--- config.mk ---
export PLATFORM = sky130hd
export DESIGN_NAME = spi_apb_arbiter
export DESIGN_NICKNAME = d
export VERILOG_FILES = /design/src/rtl/spi_apb_arbiter.sv
export SDC_FILE = /design/constraint.sdc
export NUM_CORES = 1
export LEC_CHECK = 0
export CORE_AREA = 3 3 142 144
export CTS_CLUSTER_SIZE = 16
export DETAILED_ROUTE_END_ITERATION = 10
export DIE_AREA = 0 0 145 147
export PLACE_DENSITY_LB_ADDON = 0.05
export SYNTH_ARGS = -nofsm -noshare
export SYNTH_HDL_FRONTEND = slang
export SYNTH_SLANG_ARGS = --single-unit
export TNS_END_PERCENT = 10
--- constraint.sdc ---
create_clock -name clock -period 2.15 [get_ports clock]
set_input_delay 0.3225 -clock clock [delete_from_list [all_inputs] [get_ports clock]]
set_output_delay 0.3225 -clock clock [all_outputs]
set_load 0.01 [all_outputs]
--- src/rtl/spi_apb_arbiter.sv ---
// Two-requester APB arbiter in front of one shared SPI APB slave.
// Round-robin grant, registered slave request, ACCESS-phase timeout with a drain phase.
module spi_apb_arbiter #(
    parameter logic [11:0] TIMEOUT_CYCLES = 12'd4095
) (
    input  logic        clock,
    input  logic        reset,

    input  logic        m0_psel,
    input  logic        m0_penable,
    input  logic        m0_pwrite,
    input  logic [31:0] m0_paddr,
    input  logic [31:0] m0_pwdata,
    input  logic [3:0]  m0_pstrb,
    input  logic [2:0]  m0_pprot,
    output logic        m0_pready,
    output logic        m0_pslverr,
    output logic [31:0] m0_prdata,

    input  logic        m1_psel,
    input  logic        m1_penable,
    input  logic        m1_pwrite,
    input  logic [31:0] m1_paddr,
    input  logic [31:0] m1_pwdata,
    input  logic [3:0]  m1_pstrb,
    input  logic [2:0]  m1_pprot,
    output logic        m1_pready,
    output logic        m1_pslverr,
    output logic [31:0] m1_prdata,

    output logic        s_psel,
    output logic        s_penable,
    output logic        s_pwrite,
    output logic [31:0] s_paddr,
    output logic [31:0] s_pwdata,
    output logic [3:0]  s_pstrb,
    output logic [2:0]  s_pprot,
    input  logic        s_pready,
    input  logic        s_pslverr,
    input  logic [31:0] s_prdata,

    output logic        arb_timeout
);

    typedef enum logic [2:0] {IDLE, SETUP, ACCESS, RESP, DRAIN} state_t;

    state_t      state;
    logic        grant;        // 0 = m0 owns the current transfer, 1 = m1
    logic        last_grant;
    logic [11:0] timeout_cnt;

    logic pick_m1;
    logic timeout_hit;
    logic unused_inputs;

    // On a tie the requester that was not served last wins.
    assign pick_m1     = m1_psel & (~m0_psel | ~last_grant);
    assign timeout_hit = (TIMEOUT_CYCLES != 12'd0) && (timeout_cnt == TIMEOUT_CYCLES - 12'd1);

    // Requester penable carries no information once psel has been registered.
    assign unused_inputs = m0_penable ^ m1_penable;

    always_ff @(posedge clock or negedge reset) begin
        if (!reset) begin
            state       <= IDLE;
            grant       <= 1'b0;
            last_grant  <= 1'b1;
            timeout_cnt <= 12'd0;
            s_psel      <= 1'b0;
            s_penable   <= 1'b0;
            s_pwrite    <= 1'b0;
            s_paddr     <= 32'd0;
            s_pwdata    <= 32'd0;
            s_pstrb     <= 4'd0;
            s_pprot     <= 3'd0;
            m0_pready   <= 1'b0;
            m0_pslverr  <= 1'b0;
            m0_prdata   <= 32'd0;
            m1_pready   <= 1'b0;
            m1_pslverr  <= 1'b0;
            m1_prdata   <= 32'd0;
            arb_timeout <= 1'b0;
        end else begin
            // NOTE: non-blocking defaults here make every response output a single-cycle pulse;
            // later assignments in the case arms override them for this edge only.
            m0_pready   <= 1'b0;
            m0_pslverr  <= 1'b0;
            m0_prdata   <= 32'd0;
            m1_pready   <= 1'b0;
            m1_pslverr  <= 1'b0;
            m1_prdata   <= 32'd0;
            arb_timeout <= 1'b0;

            case (state)
                IDLE: begin
                    if (m0_psel || m1_psel) begin
                        grant      <= pick_m1;
                        last_grant <= pick_m1;
                        s_pwrite   <= pick_m1 ? m1_pwrite : m0_pwrite;
                        s_paddr    <= pick_m1 ? m1_paddr  : m0_paddr;
                        s_pwdata   <= pick_m1 ? m1_pwdata : m0_pwdata;
                        s_pstrb    <= pick_m1 ? m1_pstrb  : m0_pstrb;
                        s_pprot    <= pick_m1 ? m1_pprot  : m0_pprot;
                        s_psel     <= 1'b1;
                        s_penable  <= 1'b0;
                        state      <= SETUP;
                    end
                end

                SETUP: begin
                    s_penable   <= 1'b1;
                    timeout_cnt <= 12'd0;
                    state       <= ACCESS;
                end

                ACCESS: begin
                    // A slave completion in the expiry cycle takes priority over the timeout.
                    if (s_pready) begin
                        s_psel    <= 1'b0;
                        s_penable <= 1'b0;
                        if (grant) begin
                            m1_pready  <= 1'b1;
                            m1_prdata  <= s_prdata;
                            m1_pslverr <= s_pslverr;
                        end else begin
                            m0_pready  <= 1'b1;
                            m0_prdata  <= s_prdata;
                            m0_pslverr <= s_pslverr;
                        end
                        state <= RESP;
                    end else if (timeout_hit) begin
                        if (grant) begin
                            m1_pready  <= 1'b1;
                            m1_pslverr <= 1'b1;
                        end else begin
                            m0_pready  <= 1'b1;
                            m0_pslverr <= 1'b1;
                        end
                        arb_timeout <= 1'b1;
                        timeout_cnt <= 12'd0;
                        state       <= DRAIN;
                    end else begin
                        timeout_cnt <= timeout_cnt + 12'd1;
                    end
                end

                RESP: begin
                    state <= IDLE;
                end

                DRAIN: begin
                    // The slave is still mid-transfer; hold the bus and discard its late answer.
                    if (s_pready) begin
                        s_psel    <= 1'b0;
                        s_penable <= 1'b0;
                        state     <= IDLE;
                    end
                end

                default: begin
                    s_psel    <= 1'b0;
                    s_penable <= 1'b0;
                    state     <= IDLE;
                end
            endcase
        end
    end

endmodule

# After elaboration in Yosys (flattened, before gate mapping)
# Cells that the tools add are included.
[op_classes]
n_addsub = 1
n_eq_ne = 10
mux = 41
bitwise_logic = 6
n_reduce_logical = 10
[ops]
columns = ["operator", "count"]
rows = [
  ["$mux W32", 8],
  ["$mux W12", 2],
  ["$pmux W12 S2", 1],
  ["$mux W1", 21],
  ["$mux W3", 5],
  ["$add A12 B1 Y12 const B", 1],
  ["$eq A12 B12 Y1 const B", 1],
  ["$pmux W3 S4", 1],
  ["$reduce_and A3 Y1", 3],
  ["$eq A3 B2 Y1 const B", 2],
  ["$ne A2 B2 Y1 const B", 3],
  ["$mux W4", 1],
  ["$not A1 Y1", 4],
  ["$pmux W1 S4", 1],
  ["$reduce_and A2 Y1", 2],
  ["$reduce_or A2 Y1", 2],
  ["$eq A3 B1 Y1 const B", 1],
  ["$eq A3 B3 Y1 const B", 1],
  ["$logic_not A3 Y1", 1],
  ["$ne A3 B3 Y1 const B", 1],
  ["$pmux W1 S3", 1],
  ["$ne A2 B1 Y1 const B", 1],
  ["$reduce_bool A2 Y1", 1],
  ["$and A1 B1 Y1", 1],
  ["2 further kinds", 2],
]
[totals]
regBits = 160
out_inout_bits = 143
word_cells = 86

# Depth between registers and ports, before layout
[logic_depth]
word_depth = 4
depth_mapped = 7
depth_no_buf = 6

# Worst setup path before layout
# Ideal clock, no wire load.
[synth_timing]
path_kind = "register to register"
start = "register timeout_cnt[0]"
end = "register timeout_cnt[2]"
setup_ns = 0.128
arrival_ns = 1.541
slack_ns = 0.481
path_stages_with_launch = 8
path_buffers = 1
cell_sequence = "dfrtp_1 inv_1 ha_1 nand2_1 or4_1 buf_6 a21oi_4 nor2_1"
[synth_via]
elab_chain_cells = 4
elab_cells_between_ends = 5
[synth_lines]
columns = ["item", "line", "text"]
rows = [
  ["from (decl)", "50", "logic [11:0] timeout_cnt;"],
  ["from (signal assigned)", "143", "timeout_cnt <= timeout_cnt + 12'd1;"],
  ["$add A12 B1 Y12 or $eq A12 B12 Y1 (tied branches)", "143, 58", ""],
  ["$mux W12 (*)", "131", "end else if (timeout_hit) begin"],
  ["$mux W12 (*)", "118", "if (s_pready) begin"],
  ["$pmux W12 S2 (*)", "94", "case (state)"],
]
# Mark *: on every way between the ends. The rest lies on a longest branch, timed or not. The select of a mux whose other input is x is not followed.
# A chain may end at the register's enable or synchronous reset.

# Worst setup path after layout
[layout_timing]
start = "register timeout_cnt[0]"
end = "register timeout_cnt[3]"
# Same word-level chain as after synthesis.

==> results.md <==
* Outcome: finished, final reports clean
* Detail Route Antenna Nets at 0
* Fmax at 0.5195 GHz
* CTS tree: yes
* Layout cells sized above 1 at 7.002%
* Worst Skew at 10.22 ps
* Initial antenna violation count at 1
* Final Net Count at about 1100
* Slew HR at 64.64%
* Slowest-stage cell, CP: or4_1
* Syn avg cell area at about 11 um^2
* Die ar. at 21320 um^2
* Hold-fix buffers at CTS at 1
* First-pass GRT wire length at 32520 um
* Max-slew violations at 0
* Crit-path max FO at 10
* Synth warn at 0
* Commonest register cell after synthesis: dfrtp_1
* H-tree depth at 4
* Final setup viols at 0
* GR Util All Layers at 19.52%
* Worst Tran Pin Value at between 500 and 600 ps
* Fin Setup TNS at 0 ps
* Fin. Hold Viols at 0
* Ports at 327
* Iter 0 DRT Violations at 143
* DIE HEIGHT at 147 um
* Drt first pass iters at 4
* RSZ-0062 raised after global routing: no
* Critical path launch point type: flip-flop
* Via count at 5420
* Grt ovf at 0
* Vias/cell at 4.617
* Tmin final at 1925 ps
* Syn Inst Count at 574
* Num rows at 50
* Resized cells post-CTS at 0
* Worst Path Arrival at 2220 ps
* Sink Count at 160
* DPL Wire Length at between 15000 and 20000 um
* Placement Cell Area at 10180 um^2
* Post-synth cell types at 42
* Buffers and inverters on the worst path at 1
* Post-Place Cells at 1141
* Synth top area cells: dfrtp_1 (60%), mux2i_1 (11%), and2_1 (6.3%)
* Synth Net Count at 760
* Initial Util at about a third
* Residual DRC at 0
* Commonest cells in the netlist: dfrtp_1 (159), a21oi_1 (82), nor2_1 (81)
* Worst setup EP type: flip-flop
* Total core area at ~19000 um^2
* Routed len/inst at 17.48 um
* Clock transition at path regs at 70 ps
* Most numerous cell in the Yosys netlist: dfrtp_1
* Synth Register Bits at 160
* Total Wirelength at approximately 20000 um
* Placer Congestion at 0.8045
* EDFF count, synth at 0
* Fill cells at 1568
* Critical Path RT at ~2500 ps
* Num CTS Buffers at 17
* Clk buf depth at 2
* Pleak at 4.643 nW
* Mapped Area at 6586 um^2
* Crit-path cells: inv_1 -> ha_1 -> nand2_1 -> or4_1 -> a21oi_4 -> nor2_1
* CTS Root Cell: clkbuf_16
* Tcrit/Tclk final at 89.54%
* Critical path class: flip-flop to flip-flop
* Clk_lat worst skew at 430 ps
* Ant diodes at 0
* Die W at 145 um
* PortBufs at 324
* Vias in the first global route at 5636
* Max Cap Viol at 0
* Fin cells at between 1000 and 1500
* Area leader, netlist: dfrtp_1
* Layout Area Growth over Synthesis at 64.42%
* Hold Path Class: input port to async pin
* Max incr delay on CP at roughly 650 ps
* Fin util at 57.51%
* Finished Cell Area at 10830 um^2
* Async SR Flop Fraction at 100.0%
* Delay-heaviest family, CP: simple AND/OR/NAND/NOR gates
* Largest net degree at the start of global routing at 56
* Max IR drop VDD at 0.0005609 V
* PwrDens at 1159 nW/um^2
* Post-CTS Setup Bufs at 0
* Register area share after synthesis at roughly three fifths
* Share of the synthesized area in the top cell type at a little over 60%
-- worst reg2reg max path, cell delays in order (launching register included) --
cell     delay [ps]
dfrtp_1         410
inv_1            80
ha_1            160
nand2_1          50
or4_1           650
a21oi_4         370
nor2_1           90
-- worst paths after layout --
kind | startpoint | end | slack (ps) | cells after the start
hold reg to reg | grant$_DFFE_PN0P_ | m0_pslverr$_DFF_PN0_ | 530 | 1
min in group clock | s_prdata[3] | m0_prdata[3]$_DFF_PN0_ | 460 | 2
max in group asynchronous | reset | s_pwdata[18]$_DFFE_PN0P_ | 1000 | 3
hold / removal | reset | s_paddr[19]$_DFFE_PN0P_ | 410 | 2
setup / recovery | timeout_cnt[0]$_DFFE_PN0P_ | timeout_cnt[3]$_DFFE_PN0P_ | 220 | 6
setup reg to reg | timeout_cnt[0]$_DFFE_PN0P_ | timeout_cnt[3]$_DFFE_PN0P_ | 220 | 6
-- layout make-up --
cell class / count / area [um^2] / share of cell area, %
repair buffers: 343 / 3465 / 31.99
clock inverters: 15 / 212.7 / 1.964
inverters: 6 / 22.52 / 0.2080
flip-flops and latches: 160 / 4005 / 36.98
well taps: 260 / 325.3 / 3.004
clock buffers: 17 / 425.4 / 3.928
multi-input cells: 373 / 2374 / 21.92
-- cell families after synthesis --
group / after synthesis / share of synthesized area, %
AOI/OAI and AO/OA: 107 / 9.005
DFF: 160 / 60.81
buffers and inverters: 41 / 3.362
muxes: 73 / 11.09
adders and majority gates: 2 / 0.3799
xor gates and xnor gates: 4 / 0.5319
and+or+nand+nor: 187 / 14.82
-- report_power, final --
part | total (mW) | internal, mW | switching [mW]
clock | 3.26 | 1.89 | 1.37
sequential | 4.39 | 3.90 | 0.497
combinational | 4.90 | 2.57 | 2.33
-- per-stage QoR --
step                hold slack, ps  worst slack, ps  power, mW
floorplan                    26.91            480.8      6.616
global placement             300.6            128.9      9.275
detailed placement           313.5            99.96      9.423
CTS                          424.3            208.0      12.72
global route                 457.4            61.69      13.33
finish                       405.4            224.9      12.55
-- state kept, by name (all words and copies together) (netlist names), 3 cells and up --
signal,cells
s_pprot,3
timeout_cnt,12
s_pstrb,4
m0_prdata,32
s_paddr,32
m1_prdata,32
state,3
s_pwdata,32
-- layer usage --
metal  track usage [%]  routed length, um
met1             22.51               8150
met3             8.883               1943
met5                 0                 13
met4             6.603                479
met2             32.49               9931
-- cell usage in the layout, fill, tap and decap left out, types with 4 or more instances in the layout --
cell type,netlist,layout
nor3_1,5,5
inv_8,0,4
mux2i_1,73,73
inv_1,6,6
nor2_1,81,81
buf_4,7,12
clkbuf_16,0,17
inv_6,0,5
dfrtp_1,159,159
xor2_1,4,4
a21oi_1,82,82
buf_12,0,6
nand2_1,11,11
clkdlybuf4s50_1,0,323
o21ai_0,8,8
and2_1,66,65
No activity file was read; power rests on OpenSTA's default activity.
